--- src/rtl/seq_chunk_adder_pkg.sv ---
// Shared definitions for the sequential chunked adder:
// state encoding, default geometry and a clog2 helper.
package seq_chunk_adder_pkg;

   typedef enum logic {
      ST_IDLE = 1'b0,
      ST_RUN  = 1'b1
   } state_e;

   localparam int unsigned DEF_W     = 32;
   localparam int unsigned DEF_CHUNK = 8;

   // Ceiling log2, never below 1 so a counter always has a bit.
   function automatic int unsigned clog2(input int unsigned v);
      int unsigned r;
      r = 0;
      for (int i = 0; i < 32; i++) begin
         if ((64'd1 << i) < 64'(v)) r = i + 1;
      end
      return (r == 0) ? 1 : r;
   endfunction

endpackage

--- src/rtl/seq_chunk_adder_chunk.sv ---
// Combinational CHUNK-bit slice adder used by seq_chunk_adder:
// {co, s} = x + y + ci.
module chunk_adder #(
   parameter int unsigned CHUNK = 8
) (
   input  logic [CHUNK-1:0] x,
   input  logic [CHUNK-1:0] y,
   input  logic             ci,
   output logic [CHUNK-1:0] s,
   output logic             co
);

   assign {co, s} = {1'b0, x} + {1'b0, y} + {{CHUNK{1'b0}}, ci};

endmodule

--- src/rtl/seq_chunk_adder.sv ---
// Multi-cycle W-bit adder, CHUNK bits per clock, LSB chunk first.
// Optional signed overflow output enabled by SEQ_ADD_OVF_EN.
module seq_chunk_adder
   import seq_chunk_adder_pkg::*;
#(
   parameter int unsigned W     = DEF_W,
   parameter int unsigned CHUNK = DEF_CHUNK
) (
   input  logic         clk,
   input  logic         rst_n,
   input  logic         start,
   input  logic [W-1:0] a,
   input  logic [W-1:0] b,
   input  logic         cin,
   output logic         busy,
   output logic         done,
   output logic [W-1:0] sum,
   output logic         cout
`ifdef SEQ_ADD_OVF_EN
   ,
   output logic         ovf
`endif
);

   localparam int unsigned N  = W / CHUNK;
   localparam int unsigned CW = clog2(N);
   localparam logic [CW-1:0] CNT_LAST = CW'(N - 1);

   localparam bit LEGAL = (CHUNK == 1 || CHUNK == 2 || CHUNK == 4 ||
                           CHUNK == 8 || CHUNK == 16 || CHUNK == 32) &&
                          (W >= CHUNK) && (W % CHUNK == 0);

   generate
      if (!LEGAL) begin : g_illegal
         $error("seq_chunk_adder: illegal W/CHUNK combination");
      end
   endgenerate

   state_e         state_q, state_d;
   logic [CW-1:0]  cnt_q, cnt_d;
   logic [W-1:0]   a_q, a_d;
   logic [W-1:0]   b_q, b_d;
   logic           carry_q, carry_d;
   logic [W-1:0]   sum_q, sum_d;
   logic           cout_q, cout_d;
   logic           done_q, done_d;

   logic [CHUNK-1:0] s;
   logic             co;
   logic [W-1:0]     sum_sh;

   chunk_adder #(.CHUNK(CHUNK)) u_chunk (
      .x  (a_q[CHUNK-1:0]),
      .y  (b_q[CHUNK-1:0]),
      .ci (carry_q),
      .s  (s),
      .co (co)
   );

   // New chunk enters at the top; after N shifts the LSB chunk sits at bit 0.
   generate
      if (CHUNK < W) begin : g_shift
         assign sum_sh = {s, sum_q[W-1:CHUNK]};
      end else begin : g_full
         assign sum_sh = s;
      end
   endgenerate

`ifdef SEQ_ADD_OVF_EN
   logic a_msb_q, a_msb_d;
   logic b_msb_q, b_msb_d;
   logic ovf_q, ovf_d;
`endif

   always_comb begin
      state_d = state_q;
      cnt_d   = cnt_q;
      a_d     = a_q;
      b_d     = b_q;
      carry_d = carry_q;
      sum_d   = sum_q;
      cout_d  = cout_q;
      done_d  = 1'b0;
`ifdef SEQ_ADD_OVF_EN
      a_msb_d = a_msb_q;
      b_msb_d = b_msb_q;
      ovf_d   = ovf_q;
`endif
      unique case (state_q)
         ST_IDLE: begin
            if (start) begin
               state_d = ST_RUN;
               a_d     = a;
               b_d     = b;
               carry_d = cin;
               cnt_d   = '0;
               sum_d   = '0;
`ifdef SEQ_ADD_OVF_EN
               a_msb_d = a[W-1];
               b_msb_d = b[W-1];
               ovf_d   = 1'b0;
`endif
            end
         end
         ST_RUN: begin
            carry_d = co;
            a_d     = a_q >> CHUNK;
            b_d     = b_q >> CHUNK;
            sum_d   = sum_sh;
            cnt_d   = cnt_q + CW'(1);
            if (cnt_q == CNT_LAST) begin
               state_d = ST_IDLE;
               cnt_d   = '0;
               done_d  = 1'b1;
               cout_d  = co;
`ifdef SEQ_ADD_OVF_EN
               ovf_d   = (a_msb_q == b_msb_q) && (s[CHUNK-1] != a_msb_q);
`endif
            end
         end
         default: state_d = ST_IDLE;
      endcase
   end

   always_ff @(posedge clk or negedge rst_n) begin
      if (!rst_n) begin
         state_q <= ST_IDLE;
         cnt_q   <= '0;
         a_q     <= '0;
         b_q     <= '0;
         carry_q <= 1'b0;
         sum_q   <= '0;
         cout_q  <= 1'b0;
         done_q  <= 1'b0;
      end else begin
         state_q <= state_d;
         cnt_q   <= cnt_d;
         a_q     <= a_d;
         b_q     <= b_d;
         carry_q <= carry_d;
         sum_q   <= sum_d;
         cout_q  <= cout_d;
         done_q  <= done_d;
      end
   end

`ifdef SEQ_ADD_OVF_EN
   always_ff @(posedge clk or negedge rst_n) begin
      if (!rst_n) begin
         a_msb_q <= 1'b0;
         b_msb_q <= 1'b0;
         ovf_q   <= 1'b0;
      end else begin
         a_msb_q <= a_msb_d;
         b_msb_q <= b_msb_d;
         ovf_q   <= ovf_d;
      end
   end

   assign ovf = ovf_q;
`endif

   assign busy = (state_q == ST_RUN);
   assign done = done_q;
   assign sum  = sum_q;
   assign cout = cout_q;

endmodule

--- config.mk ---
export PLATFORM = sky130hd
export DESIGN_NAME = seq_chunk_adder
export DESIGN_NICKNAME = d
export VERILOG_FILES = /design/src/rtl/seq_chunk_adder_pkg.sv /design/src/rtl/seq_chunk_adder_chunk.sv /design/src/rtl/seq_chunk_adder.sv
export SDC_FILE = /design/constraint.sdc
export NUM_CORES = 1
export LEC_CHECK = 0
export CAP_MARGIN = 20
export CORE_MARGIN = 1.5
export CORE_UTILIZATION = 45
export DETAILED_ROUTE_END_ITERATION = 16
export PLACE_DENSITY_LB_ADDON = 0.05
export RECOVER_POWER = 50
export SETUP_SLACK_MARGIN = 0.4
export SLEW_MARGIN = 0
export SYNTH_ARGS = -nofsm -noshare
export SYNTH_HDL_FRONTEND = slang
export SYNTH_SLANG_ARGS = --single-unit
--- constraint.sdc ---
create_clock -name clk -period 2.7 [get_ports clk]
set_input_delay 0.27 -clock clk [delete_from_list [all_inputs] [get_ports clk]]
set_output_delay 0.27 -clock clk [all_outputs]
set_load 0.02 [all_outputs]
Word-level counts from Yosys, hierarchy flattened
Cells that the tools add are included.
{"block": "word_totals", "register_bits": 102, "latch_bits": 0, "ramBits": 0, "mem_bits_ro": 0, "in_bits": 68, "output_inout_bits": 35, "elab_cells": 31, "memories": 0}
{"block": "classes", "n_addsub": 3, "multipliers": 0, "div_mod_pow": 0, "magnitude_cmp": 0, "eq_ne": 2, "n_shift": 0, "n_mux": 16, "n_bitwise": 1, "n_reduce_logical": 1}
{"cell": "one-hot mux 32 bit (2 select lines)", "n": 3}
{"cell": "2-to-1 mux 32 bit", "n": 3}
{"cell": "adder 8 x 8 -> 9 bit", "n": 1}
{"cell": "adder 9 x 1 -> 9 bit", "n": 1}
{"cell": "2-to-1 mux 1 bit", "n": 5}
{"cell": "2-to-1 mux 2 bit", "n": 2}
{"cell": "one-hot mux 1 bit (2 select lines)", "n": 2}
{"cell": "one-hot mux 2 bit (2 select lines)", "n": 1}
{"cell": "adder 2 x 1 -> 2 bit, second input constant", "n": 1}
{"cell": "== test 2 bit, second input constant", "n": 1}
{"cell": "inequality test 2 bit, second input constant", "n": 1}
{"cell": "AND reduction 2 bit", "n": 1}
{"cell": "NOT 1 bit", "n": 1}

Logic depth before layout (Yosys ltp)
Gate-level depths: netlist of the first run.
{"block": "depth", "ltp_word": 3, "mapped_depth": 6, "mapped_depth_nobuf": 6}

By module
Synthesis of the first run repeated with hierarchy kept, for this count alone.
{"block": "unflattened", "hier_cells": 438, "area_unflattened_um2": 4839.6}
{"module": "seq_chunk_adder", "instances": 1, "cells_each": 398, "area_per_inst_um2": 4508.1, "seq_area_each_um2": 2552.4}
{"module": "chunk_adder", "instances": 1, "cells_each": 40, "area_per_inst_um2": 331.6, "seq_area_each_um2": 0.0}

Worst setup path after synthesis of the first run
No wires, ideal clock.
{"block": "synth_path", "path_kind": "reg2reg", "from": "register a_q[0]", "to": "register carry_q", "setup_ns": 0.141, "arrival_ns": 1.839, "required_time_ns": 2.559, "path_slack_ns": 0.720, "path_stages_with_launch": 7, "path_buffers": 0, "period_less_slack_ns": 1.980, "path_cell_list": "dfrtp_1 -> fa_1 -> fa_1 -> a21oi_1 -> o211ai_1 -> a21oi_1 -> o221ai_1"}
{"block": "synth_between", "elab_chain_cells": 3}
{"element": "start: declaration", "line": "seq_chunk_adder.sv:41", "rtl": "logic [W-1:0] a_q, a_d;"}
{"element": "start signal: assignment", "line": "seq_chunk_adder.sv:129", "rtl": "a_q <= '0;"}
{"element": "start signal: assignment", "line": "seq_chunk_adder.sv:138", "rtl": "a_q <= a_d;"}
{"element": "adder 8 x 8 -> 9 bit", "line": "seq_chunk_adder_chunk.sv:13", "rtl": "assign {co, s} = {1'b0, x} + {1'b0, y} + {{CHUNK{1'b0}}, ci};"}
{"element": "adder 9 x 1 -> 9 bit", "line": "seq_chunk_adder_chunk.sv:13"}
{"element": "one-hot mux 1 bit (2 select lines)", "line": "seq_chunk_adder.sv:89", "rtl": "unique case (state_q)"}
{"element": "end signal: assignment", "line": "seq_chunk_adder.sv:140", "rtl": "carry_q <= carry_d;"}
{"element": "end: declaration", "line": "seq_chunk_adder.sv:43", "rtl": "logic carry_q, carry_d;"}
Every way passes these cells.
A chain may end at the register's enable or synchronous reset.

Worst setup path in the final report of the first run
Same ends and word-level chain as after synthesis.

==> results of run 1 <==
[area by class of cell]
cell class	instances	area share (%)
clock buffers	11	2.38
clock inverters	3	0.358
inverters	4	0.253
multi-input cells	298	32.6
flip-flops and latches	102	43.1
well taps	133	2.80
repair buffers	112	18.5
[cell usage in the layout, fill, tap and decap left out, types with 4 or more instances in the layout]
master | Yosys | layout
a21oi_1 | 5 | 4
a22o_1 | 9 | 9
buf_4 | 2 | 8
clkbuf_8 | 0 | 10
clkdlybuf4s50_1 | 0 | 100
dfrtp_1 | 102 | 101
ha_1 | 8 | 8
inv_1 | 4 | 4
mux2i_1 | 67 | 67
nand2_1 | 72 | 72
nand2b_1 | 19 | 19
nand3_1 | 5 | 5
nor2_1 | 17 | 17
o21ai_0 | 68 | 68
[layer usage]
layer  global-route usage [%]  vias up  part of all wire [%]
li1                         -     1683                     -
met1                     23.9     1571                    45
met2                     30.7       78                    49
met3                     4.57       13                   4.6
met4                     6.05        0                   1.4
met5                        0        -                     0
[per-stage QoR]
stage / area [sq um] / instances / hold WS (ns) / worst slack, ns
after detailed placement: 5770 / 648 / 0.368 / 0.510
after global placement: 5770 / 648 / 0.359 / 0.587
after CTS: 5940 / 663 / 0.433 / 0.492
after floorplan: 4630 / 434 / -0.0256 / 0.720
final: 5940 / 663 / 0.436 / 0.530
after global routing: 5940 / 663 / 0.490 / 0.424
[logic make-up after synthesis]
logic type,synth area share [%]
flip-flops,55.1
buffers and inverters,3.16
AND/OR/NAND/NOR,11.7
XOR/XNOR,0.568
adder cells (fa/ha/maj),3.03
AO/OA/AOI/OAI,11.9
multiplexers,14.5
[worst register-to-register path, delay by kind of cell, from the launching register on]
kind                     cells  cell delay, ns
AO/OA/AOI/OAI                4            0.70
adder cells (fa/ha/maj)      2            0.90
flip-flops                   1            0.41
[worst min-delay path by stage]
| stage | startpoint | endpoint | slack [ns] | cells after the start |
|---|---|---|---|---|
| global placement | rst_n | sum[4] | 0.36 | 1 |
| CTS | start | sum[27] | 0.43 | 2 |
| finish | start | sum[27] | 0.44 | 2 |
| global route | start | sum[27] | 0.49 | 2 |
| detailed placement | rst_n | sum[4] | 0.37 | 1 |
| floorplan | rst_n | a_q[0] | -0.03 | 0 |
[where the power goes]
part / switching [W] / internal (W)
sequential: 0.000438 / 0.00210
clock: 0.000480 / 0.000353
combinational: 0.00121 / 0.00110
total: 0.00213 / 0.00355
[sequential cells by signal, indices dropped and copies added (netlist names)]
name and count:
b_q 32, cnt_q 2, busy 1, a_q 32, carry_q 1, sum 32
done 1, cout 1
[repair_timing]
| action | 4_1_cts | 5_1_grt |
|---|---|---|
| setup endpoints to repair | 0 | 1 |
| hold endpoints to repair | 52 | 0 |
| hold buffers | 1 | 0 |
| resized for setup | 0 | 1 |
==> impl_metrics.env, run 1 <==
export IMPL_worstPathRequired_ns=2.90
export IMPL_max_cap_violations=0
export IMPL_die_width_um=104
export IMPL_max_slew_margin_rel_pct=8.80
export IMPL_path_clk_slew_ns=0.09
export IMPL_core_sq_um=9860
export IMPL_firstDrtPassIters=4
export IMPL_vias=3345
export IMPL_min_period_ns=2.17
export IMPL_finalCritPeriodShare_pct=80.4
export IMPL_port_buffers=102
export IMPL_synth_cell_type_count=38
export IMPL_cp_data_arrival_time_ns=2.37
export IMPL_multiInputGateArea_sq_um=1940
export IMPL_p_per_area_nw_per_um2=957
export IMPL_synth_edf_count=0
export IMPL_crit_path_start_kind="register"
export IMPL_avgViaCountPerCell=5.05
export IMPL_synth_common_cells="102 x dfrtp_1, 72 x nand2_1, 68 x o21ai_0, 67 x mux2i_1, 19 x nand2b_1"
export IMPL_rsz0062_at_grt="no"
export IMPL_drive_above_1_share_pct=5.28
export IMPL_crit_cells=6
export IMPL_async_reset_ff_share_pct=100
export IMPL_worst_path_max_fanout=2
export IMPL_cts_made_buffers=9
export IMPL_cp_cell_sequence="fa_1 -> fa_1 -> a21oi_1 -> o211ai_1 -> a21oi_2 -> o221ai_1"
export IMPL_worst_setup_path_type="register to register"
export IMPL_finalSetupViolCount=0
export IMPL_peakVddDrop_uv=385
export IMPL_wl_per_cell_um=14.5
export IMPL_die_h_um=104
export IMPL_ctsHtreeMaxLevel=3
export IMPL_final_hold_viol_count=0
export IMPL_tightestPinTransition_ns=1.37
export IMPL_crit_top_cell="fa_1"
export IMPL_yosys_top_cells_area="dfrtp_1 55%, mux2i_1 14%, o21ai_0 7.3%"
export IMPL_cts_setup_buffers=0
export IMPL_n_antenna_cell=0
export IMPL_num_io_pins=103
export IMPL_slowest_stage="fa_1"
export IMPL_cp_end_kind="register"
export IMPL_crit_path_end="carry_q"
export IMPL_avgSynthCellArea_sq_um=10.7
export IMPL_cp_top_family="adder cells"
export IMPL_rows=36
export IMPL_path_buf_inv=0
export IMPL_syn_cell_area_sq_um=4630
export IMPL_route_detailed_drc=0
export IMPL_cts_max_path_buffers=2
export IMPL_die_area_sq_um=10900
export IMPL_hold_path_class="input port to register"
export IMPL_gp_congestion=0.840
export IMPL_yosysMostFrequentCell="dfrtp_1"
export IMPL_ant_nets=0
export IMPL_finalMaxSlewViolations=0
export IMPL_synth_seq_cells=102
export IMPL_cp_slowest_stage_delay_ns=0.48
export IMPL_cts_tree="done"
export IMPL_regArea_sq_um=2560
export IMPL_grt_overflow=0
export IMPL_start_util_pct=46.9
export IMPL_r2r_slack_ns=0.53
export IMPL_fillerInstances=844
export IMPL_clk_insertion_delay_late_ns=0.36
export IMPL_skew_ns=0.0102
export IMPL_netlist_area_leader_share_pct=55.1
export IMPL_final_nets=605
export IMPL_yosys_area_top_type="dfrtp_1"
export IMPL_grt_total_usage_pct=18.6
export IMPL_total_power_w=0.00568
export IMPL_drt_iter0_markers=99
export IMPL_area_delta_synth_final_pct=28.2
export IMPL_dp_hpwl_um=6730
export IMPL_r2r_end="carry_q"
export IMPL_fin_tns_setup_ns=0
export IMPL_antenna_found_initial=0
export IMPL_grt_pass1_wl_um=16100
export IMPL_ys_warnings_count=0
export IMPL_final_util_pct=60.2
export IMPL_p_leak_nw=2.73
export IMPL_grt_pass1_vias=3281
export IMPL_synthesis_nets=512
export IMPL_synth_cells=434
export IMPL_cts_root_buffer="clkbuf_8"
export IMPL_clkSinkCount=102
export IMPL_synth_main_ff_cell="dfrtp_1"
export IMPL_r2r_cells=6
export IMPL_grt_start_max_net_pins=72
export IMPL_startpoint="a_q[0]"
export IMPL_r2r_start="a_q[0]"
export IMPL_outcome="finished, final reports clean"
export IMPL_fmax_ghz=0.461
export IMPL_routed_wl_um=9600
export IMPL_yosysSeqAreaShare_pct=55.1
Note: power is estimated with default switching activity, not from simulation.
==> run 2, diff against run 1 <==
- clock period: 2.7 -> 2.05 ns (I/O delays scaled with it)
==> run 2 against run 1 <==
Compared with the run above:
- clock-buffer cell count is 1 lower
- via count hardly changed
- flip-flop and latch count stayed put
- total power is 37% higher
- largest cell class unchanged
==> impl_metrics.env, run 2 (synthesis results as in run 1) <==
export IMPL_antenna_found_initial=0
export IMPL_p_leak_nw=2.77
export IMPL_finalCritPeriodShare_pct=97.1
export IMPL_vias=3344
export IMPL_grt_pass1_vias=3341
export IMPL_cp_slowest_stage_delay_ns=0.42
export IMPL_met2_usage_pct=29.9
export IMPL_min_period_ns=1.99
export IMPL_p_per_area_nw_per_um2=1280
export IMPL_dp_hpwl_um=6650
export IMPL_cts_tree="done"
export IMPL_n_antenna_cell=0
export IMPL_outcome="finished, final reports clean"
export IMPL_startpoint="a_q[0]"
export IMPL_skew_ns=0.00669
export IMPL_final_cell_mix="102 x dfrtp_1, 99 x clkdlybuf4s50_1, 72 x nand2_1"
export IMPL_peakVddDrop_uv=644
export IMPL_grt_start_max_net_pins=103
export IMPL_grt_pass1_wl_um=16300
export IMPL_final_nets=608
export IMPL_die_area_sq_um=10900
export IMPL_path_clk_slew_ns=0.09
export IMPL_r2r_start="a_q[0]"
export IMPL_rsz0062_at_grt="yes"
export IMPL_fin_hold_ws_ns=0.238
export IMPL_worst_setup_path_type="register to register"
export IMPL_fmax_ghz=0.502
export IMPL_grtUsageMet1_pct=24.3
export IMPL_rows=36
export IMPL_fin_ws_ns=0.0598
export IMPL_grt_overflow=0
export IMPL_avgViaCountPerCell=5.01
export IMPL_ant_nets=0
export IMPL_start_util_pct=46.9
export IMPL_routed_wl_um=9740
export IMPL_pre_cts_slack_ns=0.0591
export IMPL_crit_path_end="carry_q"
export IMPL_port_buffers=102
export IMPL_cts_max_path_buffers=2
export IMPL_wl_per_cell_um=14.6
export IMPL_fillerInstances=832
export IMPL_tightestPinTransition_ns=0.544
export IMPL_max_slew_margin_rel_pct=63.7
export IMPL_cts_made_buffers=9
export IMPL_clk_insertion_delay_late_ns=0.38
export IMPL_final_util_pct=61.5
export IMPL_firstDrtPassIters=4
export IMPL_drt_iter0_markers=94
export IMPL_crit_path_start_kind="register"
export IMPL_die_width_um=104
export IMPL_grt_total_usage_pct=18.6
export IMPL_route_detailed_drc=0
export IMPL_die_h_um=104
export IMPL_finalMaxSlewViolations=0
export IMPL_num_io_pins=103
export IMPL_r2r_end="carry_q"
export IMPL_r2r_slack_ns=0.06
export IMPL_worstPathRequired_ns=2.30
export IMPL_max_cap_violations=0
export IMPL_gp_congestion=0.832
export IMPL_final_hold_viol_count=0
export IMPL_busiest_layer="met2"
export IMPL_cp_data_arrival_time_ns=2.24
export IMPL_cp_cell_sequence="fa_2 -> fa_2 -> a21oi_2 -> o211ai_1 -> a21oi_2 -> o221ai_1"
export IMPL_core_sq_um=9860
export IMPL_use_met3_pct=5.20
export IMPL_finalSetupViolCount=0
export IMPL_worst_path_max_fanout=2
export IMPL_r2r_cells=6
export IMPL_cp_end_kind="register"
export IMPL_slowest_stage="dfrtp_1"
export IMPL_area_delta_synth_final_pct=31.1
export IMPL_drive_above_1_share_pct=7.10
export IMPL_ctsHtreeMaxLevel=3
export IMPL_clkSinkCount=102
export IMPL_cts_root_buffer="clkbuf_8"
export IMPL_mostFrequentLayoutCell="dfrtp_1"
export IMPL_hold_path_class="input port to register"
==> run 2: cell types whose count changed in the layout (fill, tap and decap cells not counted), sizes merged <==
| cell | previous run | this run |
|---|---|---|
| buf | 9 | 13 |
| bufinv | 0 | 1 |
| clkbuf | 13 | 11 |
| clkdlybuf4s50 | 100 | 99 |
| clkinv | 1 | 5 |
| clkinvlp | 1 | 0 |
| dlymetal6s2s | 0 | 1 |
| inv | 5 | 4 |
==> run 2: timing repair <==
| action | in CTS | in global routing |
|---|---|---|
| hold endpoints to repair | 102 | 0 |
| pin swaps | 7 | 5 |
| gates resized for setup | 1 | 7 |
| endpoints found under the setup margin | 6 | 8 |
| hold buffers | 1 | 0 |
| setup buffers | 4 | 0 |
==> run 2: worst min-delay path by stage <==
stage           from       to  slack [ns]  cells past startpoint
2_1_floorplan  rst_n   a_q[0]       -0.09                      0
3_3_place_gp   rst_n   sum[4]        0.32                      2
3_5_place_dp   rst_n  sum[12]        0.31                      2
4_1_cts        start  sum[27]        0.23                      2
5_1_grt        start     busy        0.27                      3
6_report       start  sum[27]        0.24                      2
==> run 2: layout make-up <==
type | instances | area [sq um] | share of cell area [%]
clock buffer | 10 | 128 | 2.10
clock inverter | 6 | 62.6 | 1.03
inverter | 4 | 15.0 | 0.247
multi-input combinational | 298 | 1990 | 32.8
sequential | 102 | 2550 | 42.1
tap | 133 | 166 | 2.74
timing repair buffer | 115 | 1150 | 19.0
==> run 2: through the flow <==
step | setup TNS, ns | cells | cell area, sq um | total power, W
CTS | 0 | 668 | 6040 | 0.00783
global route | -0.0500 | 668 | 6070 | 0.00837
floorplan | 0 | 434 | 4650 | 0.00525
finish | 0 | 668 | 6070 | 0.00778
global placement | 0 | 647 | 5800 | 0.00643
detailed placement | 0 | 647 | 5800 | 0.00652
==> run 2: worst max-delay path, delay by kind of cell (launching register included) <==
family,cells,cell delay [ns]
AO/OA/AOI/OAI,4,0.68
adder cells (fa/ha/maj),2,0.78
flip-flops,1,0.42
==> run 2: report_power, final <==
part / total [W] / switching [W] / internal (W)
combinational: 0.00326 / 0.00170 / 0.00156
clock: 0.00126 / 0.000693 / 0.000563
sequential: 0.00327 / 0.000516 / 0.00275
==> run 2: routing by layer <==
| layer | share of wire, % | wire, um | vias to the layer above |
|---|---|---|---|
| met2 | 48 | 4650 | 85 |
| met4 | 2.3 | 223 | 0 |
| met3 | 5.2 | 511 | 16 |
| met5 | 0 | 0 | - |
| li1 | - | - | 1691 |
| met1 | 45 | 4350 | 1552 |
